<file path="config.mk">
export PLATFORM = sky130hd
export DESIGN_NAME = mult_datapath
export DESIGN_NICKNAME = d
export VERILOG_FILES = /design/src/rtl/mult_datapath.sv
export SDC_FILE = /design/constraint.sdc
export NUM_CORES = 1
export LEC_CHECK = 0
export ABC_AREA = 1
export CAP_MARGIN = 10
export CORE_ASPECT_RATIO = 1.75
export CORE_UTILIZATION = 40
export CTS_BUF_LIST = sky130_fd_sc_hd__clkbuf_8
export DETAILED_ROUTE_END_ITERATION = 8
export PLACE_DENSITY_LB_ADDON = 0.08
export SETUP_SLACK_MARGIN = 0.2
export SLEW_MARGIN = 20
export SYNTH_ARGS = -nofsm -noshare
export SYNTH_HDL_FRONTEND = slang
export SYNTH_SLANG_ARGS = --single-unit
</file>
<file path="constraint.sdc">
create_clock -name clk -period 2.7 [get_ports clk]
set_clock_uncertainty 0.15 [all_clocks]
set_input_delay 0.405 -clock clk [delete_from_list [all_inputs] [get_ports clk]]
set_output_delay 0.405 -clock clk [all_outputs]
set_load 0.03 [all_outputs]
</file>
<file path="src/rtl/mult_datapath.sv">
// mult_datapath: sign-magnitude shift-add datapath for an 8x8 signed multiply.
// Operands are converted to magnitudes on load and the sign is kept separately.
// The product register accumulates the unsigned partial products, one
// multiplier bit per shift cycle. The signed result is formed combinationally.
// A control unit outside this block sequences load, shift_en, psel and reg_en.
module mult_datapath (
  input  logic        clk,
  input  logic        rst_n,
  input  logic        load,
  input  logic        reg_en,
  input  logic        shift_en,
  input  logic        psel,
  input  logic [7:0]  multiplicand,
  input  logic [7:0]  multiplier,
  output logic [15:0] product,
  output logic        z_flag_multiplier,
  output logic [3:0]  iter_cnt
);

  logic [15:0] mcand_reg;
  logic [7:0]  mplier_reg;
  logic [15:0] prod_reg;
  logic        sign_reg;

  logic [7:0]  mag_a;
  logic [7:0]  mag_b;
  logic [15:0] prod_sum;
  logic [15:0] prod_next;
  logic [3:0]  iter_next;

  // Operand magnitudes in 8-bit unsigned; -128 maps to 0x80 without overflow.
  always_comb begin
    mag_a = multiplicand[7] ? (~multiplicand + 8'd1) : multiplicand;
    mag_b = multiplier[7]   ? (~multiplier + 8'd1)   : multiplier;
  end

  // Next product for a shift cycle: psel=0 clears, an LSB of 1 adds the
  // shifted multiplicand, otherwise hold. Max magnitude 16384 fits in 16 bits.
  always_comb begin
    prod_sum = prod_reg + mcand_reg;
    if (!psel)
      prod_next = 16'd0;
    else if (mplier_reg[0])
      prod_next = prod_sum;
    else
      prod_next = prod_reg;
  end

  // Iteration counter increment, saturating at 15.
  always_comb begin
    iter_next = (iter_cnt == 4'hF) ? iter_cnt : (iter_cnt + 4'd1);
  end

  // Register update. load wins over shift_en, and reg_en gates everything.
  always_ff @(posedge clk or negedge rst_n) begin
    if (!rst_n) begin
      mcand_reg  <= 16'd0;
      mplier_reg <= 8'd0;
      prod_reg   <= 16'd0;
      sign_reg   <= 1'b0;
      iter_cnt   <= 4'd0;
    end else if (reg_en) begin
      if (load) begin
        mcand_reg  <= {8'd0, mag_a};
        mplier_reg <= mag_b;
        prod_reg   <= 16'd0;
        sign_reg   <= multiplicand[7] ^ multiplier[7];
        iter_cnt   <= 4'd0;
      end else if (shift_en) begin
        mcand_reg  <= {mcand_reg[14:0], 1'b0};
        mplier_reg <= {1'b0, mplier_reg[7:1]};
        prod_reg   <= prod_next;
        iter_cnt   <= iter_next;
      end
    end
  end

  // Signed result from the stored sign and magnitude. A zero magnitude negates
  // to zero, so a negative sign never produces a nonzero result here.
  always_comb begin
    product           = sign_reg ? (~prod_reg + 16'd1) : prod_reg;
    z_flag_multiplier = (mplier_reg == 8'd0);
  end

endmodule

</file>
==> impl_metrics.tcl, run 1 <==
set metrics [dict create \
    intPower_mw 1.39 \
    drive_gt1_share_pct 8.09 \
    ioPinCount 43 \
    num_vias 3299 \
    crit_fanout 4 \
    post-place-ws_ns 0.0556 \
    cp.arrival_ns 1.80 \
    sw_frac_of_total_pct 40.1 \
    cp_common_cell "nand3_1" \
    worst_path_dominant_cell_family "simple AND/OR/NAND/NOR gates" \
    critPathKind "flip-flop to primary output" \
    drv_cap 0 \
    switchingPower_mw 0.929 \
    numCtsBuffers 5 \
    ys_warn_count 0 \
    drtAntennaViolNets 0 \
    grt_use_total_pct 21.7 \
    hold_buffers 0 \
    cts_buffer_depth 2 \
    r2r_start "mcand_reg[0]$_DFFE_PN0P_" \
    cp.required_ns 2.14 \
    row_count 44 \
    die_w_um 71.9 \
    insertion_delay_ns 0.31 \
    antennaDiodeCount 0 \
    status "complete, no violations" \
    portBuffers 42 \
    power_frac_comb_pct 42.1 \
    end_kind "primary output" \
    period_minus_slack_ns 2.36 \
    grt_max_degree 46 \
    fillers 865 \
    p_per_area_nw_per_um2 563 \
    setup_viol 0 \
    synth.net_count 546 \
    clk_pin_slew_worst_paths_ns 0.09 \
    rsz0062_at_grt "yes" \
    rr_worst_depth 11 \
    routed_via_density 4.92 \
    startpoint "prod_reg[0]$_DFFE_PN0P_" \
    ys_ff_latch 45 \
    period_share_pct 87.4 \
    worstHoldPathType "input pin to asynchronous set/reset pin" \
    p_leak_nw 2.21 \
    finalWorstSetupSlack_ns 0.341 \
    finalWirelength_um 8710 \
    area_delta_synth_final_pct 20.2 \
    clock_sinks 45 \
    place.gp.congestion 0.856 \
    grt_pass1_wl_um 15100 \
    slew_headroom_pct 61.4 \
    vdd_ir_drop_max_uv 277 \
    yosysSeqAreaShare_pct 32.9 \
    tritoncts "yes" \
    antenna_found_initial 0 \
    hpwl_um 7130 \
    synth_cells 504 \
    worstPathCellList "inv_1 > ha_2 > nand3_1 > nor2_2 > nand3_1 > nand2_1 > xnor2_1 > clkbuf_2" \
    path_depth 8 \
    drt-pass1-iter-count 4 \
    worst-slew-pin-transition_ns 0.579 \
    netlist_area_um2 3420 \
    dieHeight_um 124 \
    syn_avg_cell_area_um2 6.78 \
    ys_types 33 \
    core-area_um2 8310 \
    start_util_pct 41.1 \
    seqPwrFrac_pct 34.5 \
    critical_path.slowest_cell "dfrtp_1" \
    grt-ovfl-total 0 \
    power.share.clock_pct 23.3 \
    fin_setup_tns_ns 0 \
    hold_violations 0 \
    drv_slew 0 \
    critPathMaxStageDelay_ns 0.40 \
    root_buffer "clkbuf_8" \
    drt_iter0_drc 189 \
    grt_pass1_vias 3297 \
    die_area_um2 8940 \
    wl_per_cell_um 13.0 \
    max_freq_ghz 0.424 \
    hold_ws_ns 0.00966 \
    critPathLaunchType "flip-flop" \
    drc_errors 0 \
    final_net_count 597 \
    path_buf_inv 2 \
    cts.htree.levels 2 \
]
worst paths after layout:
path / endpoint / slack [ns]
min in group clk: mcand_reg[0]$_DFFE_PN0P_ / 0.39
worst min-delay path: mcand_reg[13]$_DFFE_PN0P_ / 0.01
worst max register to register: prod_reg[12]$_DFFE_PN0P_ / 0.62
max in group asynchronous: prod_reg[10]$_DFFE_PN0P_ / 1.97
worst max-delay path: product[14] / 0.34
worst min register to register: mcand_reg[0]$_DFFE_PN0P_ / 0.39
final cells by class:
| class | count | area (um^2) | area share, % |
|---|---|---|---|
| flip-flops and latches | 45 | 1130 | 27.4 |
| multi-input cells | 362 | 1930 | 46.9 |
| repair buffers | 53 | 455 | 11.1 |
| clock inverters | 2 | 37.5 | 0.914 |
| clock buffers | 6 | 82.6 | 2.01 |
| well taps | 115 | 144 | 3.50 |
| inverters | 88 | 338 | 8.22 |
Yosys cell counts:
master | number | area, um^2
nand3_4 | 1 | 17.5
dfrtp_1 | 45 | 1130
and2_1 | 2 | 12.5
a311oi_1 | 1 | 8.76
o21ai_2 | 2 | 17.5
o22ai_1 | 9 | 56.3
nor3_1 | 4 | 20.0
clkbuf_1 | 6 | 22.5
a31oi_1 | 1 | 6.26
xor2_1 | 15 | 131
o21ai_0 | 38 | 190
o221ai_1 | 1 | 8.76
a32o_1 | 1 | 10.0
fa_1 | 1 | 20.0
nand3b_1 | 3 | 22.5
nor4_1 | 1 | 6.26
nand3_1 | 32 | 160
buf_4 | 2 | 15.0
a22oi_1 | 2 | 15.0
o21a_1 | 1 | 7.51
xnor2_1 | 5 | 43.8
nand2_1 | 143 | 537
buf_2 | 1 | 5.00
or2_2 | 1 | 6.26
o211ai_1 | 2 | 15.0
o21ai_1 | 5 | 25.0
nor2_1 | 41 | 154
inv_4 | 3 | 18.8
ha_1 | 19 | 238
a21oi_1 | 20 | 100
inv_1 | 85 | 319
nand2_4 | 3 | 33.8
nand4_1 | 8 | 50.1
stage by stage:
stage | instance area [um^2] | utilization [%] | instances | power [mW]
final | 4110 | 49.4 | 671 | 2.31
after global routing | 4110 | 49.4 | 671 | 2.48
after CTS | 4130 | 49.7 | 671 | 2.35
after detailed placement | 4020 | 48.3 | 663 | 1.84
after global placement | 4020 | 48.3 | 663 | 1.84
after floorplan | 3420 | - | 504 | 1.47
power by group through the flow:
stage               combinational (mW)  sequential, mW  clock, mW
floorplan                        0.658           0.808          0
global placement                  1.03           0.809          0
detailed placement                1.03           0.811          0
CTS                              0.997           0.798      0.557
global route                      1.09           0.809      0.576
finish                           0.975           0.799      0.540
routing by layer:
layer,share of wire (%),track usage (%)
met1,38,23.6
met2,56,40.4
met3,1.7,2.18
met4,4.1,10.5
met5,0,0
logic make-up after synthesis:
group,synth area share (%)
simple gates,29.8
buf+inv,11.1
compound gates,13.5
flops,32.9
xor+xnor,5.12
fa+ha+maj,7.54
what timing repair did:
action	in CTS	in global routing
resized for setup	34	17
setup buffers	0	0
endpoints found under the setup margin	14	11
layout by cell type, fill, tap and decap left out, types with 3 or more instances in the layout:
| master | synthesis | layout |
|---|---|---|
| a21oi_1 | 20 | 20 |
| buf_2 | 1 | 6 |
| buf_4 | 2 | 11 |
| clkbuf_8 | 0 | 6 |
| clkdlybuf4s50_1 | 0 | 26 |
| dfrtp_1 | 45 | 45 |
| dlygate4sd2_1 | 0 | 6 |
| ha_1 | 19 | 18 |
| inv_1 | 85 | 83 |
| inv_4 | 3 | 3 |
| nand2_1 | 143 | 143 |
| nand2_4 | 3 | 3 |
| nand3_1 | 32 | 32 |
| nand3b_1 | 3 | 3 |
| nand4_1 | 8 | 8 |
| nor2_1 | 41 | 37 |
| nor2_2 | 0 | 4 |
| nor3_1 | 4 | 4 |
| o21ai_0 | 38 | 38 |
| o21ai_1 | 5 | 5 |
| o22ai_1 | 9 | 9 |
| xnor2_1 | 5 | 5 |
| xor2_1 | 15 | 15 |
Note: power is estimated with default switching activity, not from simulation.
==> run 2, diff against run 1 <==
clock period = 3.1 ns   (was 2.7 ns; I/O delays follow)
==> impl_metrics.tcl, run 2 (synthesis gave the netlist of run 1 again) <==
set metrics [dict create \
    grt_use_total_pct 20.9 \
    tritoncts "yes" \
    grt_max_degree 46 \
    worstHoldPathType "input pin to asynchronous set/reset pin" \
    portBuffers 42 \
    critPathKind "flip-flop to primary output" \
    routed_via_density 4.89 \
    fillers 861 \
    cts.htree.levels 2 \
    critPathLaunchType "flip-flop" \
    critical_path.slowest_cell "clkdlybuf4s50_1" \
    hold_buffers 0 \
    crit_fanout 4 \
    slew_headroom_pct 61.8 \
    worst_path_dominant_cell_family "buffers and inverters" \
    area_delta_synth_final_pct 19.0 \
    drtAntennaViolNets 0 \
    numCtsBuffers 5 \
    place.gp.congestion 0.857 \
    ioPinCount 43 \
    fin_cells 665 \
    hold_ws_ns 0.00514 \
    path_buf_inv 2 \
    antennaDiodeCount 0 \
    met2WireLength_um 4870 \
    grt_pass1_vias 3131 \
    highest_layer "met4" \
    max_freq_ghz 0.360 \
    worstPathCellList "inv_1 > ha_1 > a31oi_1 > xor2_1 > clkdlybuf4s50_1" \
    hold_violations 0 \
    final_common_cell "nand2_1" \
    finalWorstSetupSlack_ns 0.325 \
    cts_buffer_depth 2 \
    cp.arrival_ns 2.16 \
    drv_slew 0 \
    worst-slew-pin-transition_ns 0.573 \
    drc_errors 0 \
    clk_pin_slew_worst_paths_ns 0.08 \
    drive_gt1_share_pct 4.91 \
    root_buffer "clkbuf_8" \
    rsz0062_at_grt "yes" \
    start_util_pct 41.1 \
    postLayoutCellArea_um2 4070 \
    met3_wirelength_um 195 \
    period_share_pct 89.5 \
    final_cell_mix "nand2_1, inv_1, dfrtp_1" \
    period_minus_slack_ns 2.77 \
    num_vias 3253 \
    core-area_um2 8310 \
    status "complete, no violations" \
    die_w_um 71.9 \
    placed_cell_area_um2 3980 \
    fin_setup_tns_ns 0 \
    postCtsSetupRepairBufs 0 \
    antenna_found_initial 0 \
    hpwl_um 7040 \
    final_net_count 592 \
    row_count 44 \
    drt-pass1-iter-count 6 \
    clock_sinks 45 \
    cp.required_ns 2.48 \
    multi_input_area_um2 1910 \
    vdd_ir_drop_max_uv 227 \
    critPathMaxStageDelay_ns 0.70 \
    wl_per_cell_um 13.0 \
    postLayoutCoreUtil_pct 49.0 \
    insertion_delay_ns 0.30 \
    place_inst 658 \
    p_per_area_nw_per_um2 487 \
    dieHeight_um 124 \
    seq_area_um2 1130 \
    grt_pass1_wl_um 14500 \
    grt-ovfl-total 0 \
    setup_viol 0 \
    drt_iter0_drc 117 \
    finalWirelength_um 8640 \
    power_mw 1.98 \
    p_leak_nw 2.17 \
    drv_cap 0 \
    m1WireLength_um 3260 \
    post-place-ws_ns 0.429 \
    end_kind "primary output" \
    die_area_um2 8940 \
]
-- run 2: what timing repair did --
item	CTS	global route
cloned	0	0
setup endpoints to repair	7	5
gates resized for setup	7	7
-- run 2: area by class of cell --
class	instances	area share [%]
sequential	45	27.7
multi-input combinational	362	47.0
tap	115	3.54
clock inverter	2	0.861
inverter	88	8.30
timing repair buffer	48	10.9
clock buffer	5	1.69
-- run 2: worst reg2reg max path, cell delays in order (launching register included) --
cell and delay, ns:
dfrtp_1 0.38, ha_1 0.17, inv_1 0.05, fa_1 0.44, inv_1 0.10, nand3_1 0.07, nand3_1 0.19, nand3_1 0.14
nand3_1 0.09, nand2_1 0.05, nand3_1 0.11, nand2_1 0.06
-- run 2: final timing paths --
kind	start	end	slack, ns	cells after the start
max in group asynchronous	rst_n	prod_reg[12]$_DFFE_PN0P_	2.40	1
max	prod_reg[0]$_DFFE_PN0P_	product[4]	0.33	5
min reg2reg	mplier_reg[1]$_DFFE_PN0P_	mplier_reg[0]$_DFFE_PN0P_	0.38	2
max reg2reg	mcand_reg[0]$_DFFE_PN0P_	prod_reg[12]$_DFFE_PN0P_	0.98	11
min	rst_n	mcand_reg[11]$_DFFE_PN0P_	0.005	1
min in group clk	mplier_reg[1]$_DFFE_PN0P_	mplier_reg[0]$_DFFE_PN0P_	0.38	2
-- run 2: layer usage --
| metal | global-route usage, % | vias to the layer above |
|---|---|---|
| met3 | 2.75 | 15 |
| met2 | 39.3 | 58 |
| li1 | - | 1704 |
| met1 | 22.2 | 1476 |
| met5 | 0 | - |
| met4 | 9.46 | 0 |
-- run 2: report_power, final --
group          total [mW]  internal, mW  leakage [nW]  switching (mW)
combinational       0.855         0.314          1.52           0.542
clock               0.431         0.234        0.0540           0.197
sequential          0.697         0.646         0.590          0.0505
total                1.98          1.19          2.17           0.789
==> run 3, diff against run 2 <==
CORE_ASPECT_RATIO = 0.75   (was 1.75)
RECOVER_POWER = 50   (was not set)
==> impl_metrics.tcl, run 3 (synthesis gave the netlist of run 1 again) <==
set metrics [dict create \
    status "finished with violations" \
    violations "capacitance limit, slew limit" \
    crit_fanout 4 \
    clk_pin_slew_worst_paths_ns 0.08 \
    area_delta_synth_final_pct 19.2 \
    fillers 836 \
    setup_viol 0 \
    insertion_delay_ns 0.31 \
    drt-pass1-iter-count 5 \
    worstHoldPathType "flip-flop to flip-flop" \
    cts.htree.levels 2 \
    final_cell_mix "nand2_1, inv_1, dfrtp_1" \
    vdd_ir_drop_max_uv 290 \
    dieHeight_um 82.1 \
    p_per_area_nw_per_um2 509 \
    worst-slew-pin-transition_ns 2.37 \
    grt-ovfl-total 0 \
    final_net_count 590 \
    drtAntennaViolNets 0 \
    worstPathCellList "nor2_1 > nand3_1 > nor2_1 > nand2_1 > nor2_1 > nand2_1 > nand2_1 > nand2_1 > nand2_1 > dlygate4sd2_1" \
    slew_headroom_pct -58.2 \
    place.gp.congestion 0.865 \
    worst_path_dominant_cell_family "simple AND/OR/NAND/NOR gates" \
    grt_pass1_wl_um 14200 \
    end_kind "primary output" \
    period_minus_slack_ns 2.73 \
    hold_ws_ns 0.363 \
    rsz0062_at_grt "yes" \
    grt_pass1_vias 2945 \
    antenna_found_initial 0 \
    post-place-ws_ns 0.396 \
    drive_gt1_share_pct 4.55 \
    grt_use_total_pct 20.7 \
    p_leak_nw 2.17 \
    drv_cap 1 \
    path_buf_inv 1 \
    row_count 28 \
    drt_iter0_drc 250 \
    finalWorstSetupSlack_ns 0.374 \
    start_util_pct 42.3 \
    numCtsBuffers 5 \
    wl_per_cell_um 12.5 \
    critPathMaxStageDelay_ns 0.43 \
    tritoncts "yes" \
    cp.required_ns 2.48 \
    cts_buffer_depth 2 \
    hold_violations 0 \
    period_share_pct 87.9 \
    num_vias 3256 \
    die_w_um 109 \
    root_buffer "clkbuf_8" \
    ioPinCount 43 \
    grt_max_degree 46 \
    power_mw 2.07 \
    cp.arrival_ns 2.11 \
    postLayoutCoreUtil_pct 50.4 \
    finalWirelength_um 8200 \
    fin_setup_tns_ns 0 \
    antennaDiodeCount 0 \
    clock_sinks 45 \
    die_area_um2 8930 \
    cp_common_cell "nand2_1" \
    max_freq_ghz 0.367 \
    portBuffers 42 \
    critPathKind "flip-flop to primary output" \
    critical_path.slowest_cell "dfrtp_1" \
    drc_errors 0 \
    core-area_um2 8090 \
    hpwl_um 6610 \
    drv_slew 46 \
    critPathLaunchType "flip-flop" \
    routed_via_density 4.98 \
    final_common_cell "nand2_1" \
]
==> run 3: cell type report <==
cell class                 instances  area [um^2]  area share (%)
tap                              105          131            3.22
multi-input combinational        362         1920            47.0
inverter                          88          338            8.29
timing repair buffer              46          430            10.6
sequential                        45         1130            27.6
clock inverter                     3         65.1            1.60
clock buffer                       5         68.8            1.69
==> run 3: per-stage QoR <==
step,cell area (um^2),cells
global route,4080,654
detailed placement,3950,646
finish,4080,654
floorplan,3420,504
CTS,4080,654
global placement,3950,646
==> run 3: path summary, 6_finish.rpt <==
path,start,end,slack [ns],depth (start not counted)
max in group asynchronous,rst_n,iter_cnt[2]$_DFFE_PN0P_,0.73,1
hold reg to reg,mcand_reg[15]$_DFFE_PN0P_,mcand_reg[15]$_DFFE_PN0P_,0.36,2
min in group asynchronous,rst_n,mcand_reg[0]$_DFFE_PN0P_,0.71,1
setup / recovery,prod_reg[4]$_DFFE_PN0P_,product[13],0.37,10
setup reg to reg,mcand_reg[0]$_DFFE_PN0P_,prod_reg[12]$_DFFE_PN0P_,1.07,11
hold / removal,mcand_reg[15]$_DFFE_PN0P_,mcand_reg[15]$_DFFE_PN0P_,0.36,2
==> run 3: metal layers <==
metal	share of wire, %	global-route usage (%)	up-vias	wire [um]
met3	5.9	3.57	6	487
met1	54	31.8	1480	4450
met5	0	0	-	0
li1	-	-	1694	-
met2	39	30.3	76	3210
met4	0.65	3.78	0	53
==> run 3: worst reg2reg max path, stage by stage, from the launching register on <==
cell and delay, ns:
dfrtp_1 0.39, ha_1 0.19, inv_1 0.06, fa_1 0.41, inv_1 0.10, nand3_1 0.06
nand3_1 0.16, nand3_1 0.12, nand3_1 0.09, nand2_1 0.05, nand3_1 0.07, nand2_1 0.05
==> run 3: repair_timing <==
item                       4_1_cts  5_1_grt
hold buffers                     0        0
setup endpoints to repair        7        4
pin swaps                        0        0
gates resized for setup          7        6
setup buffers                    0        0
==> run 3: power breakdown <==
group	switching, mW	internal, mW
sequential	0.0534	0.646
clock	0.207	0.320
combinational	0.536	0.312
total	0.796	1.28
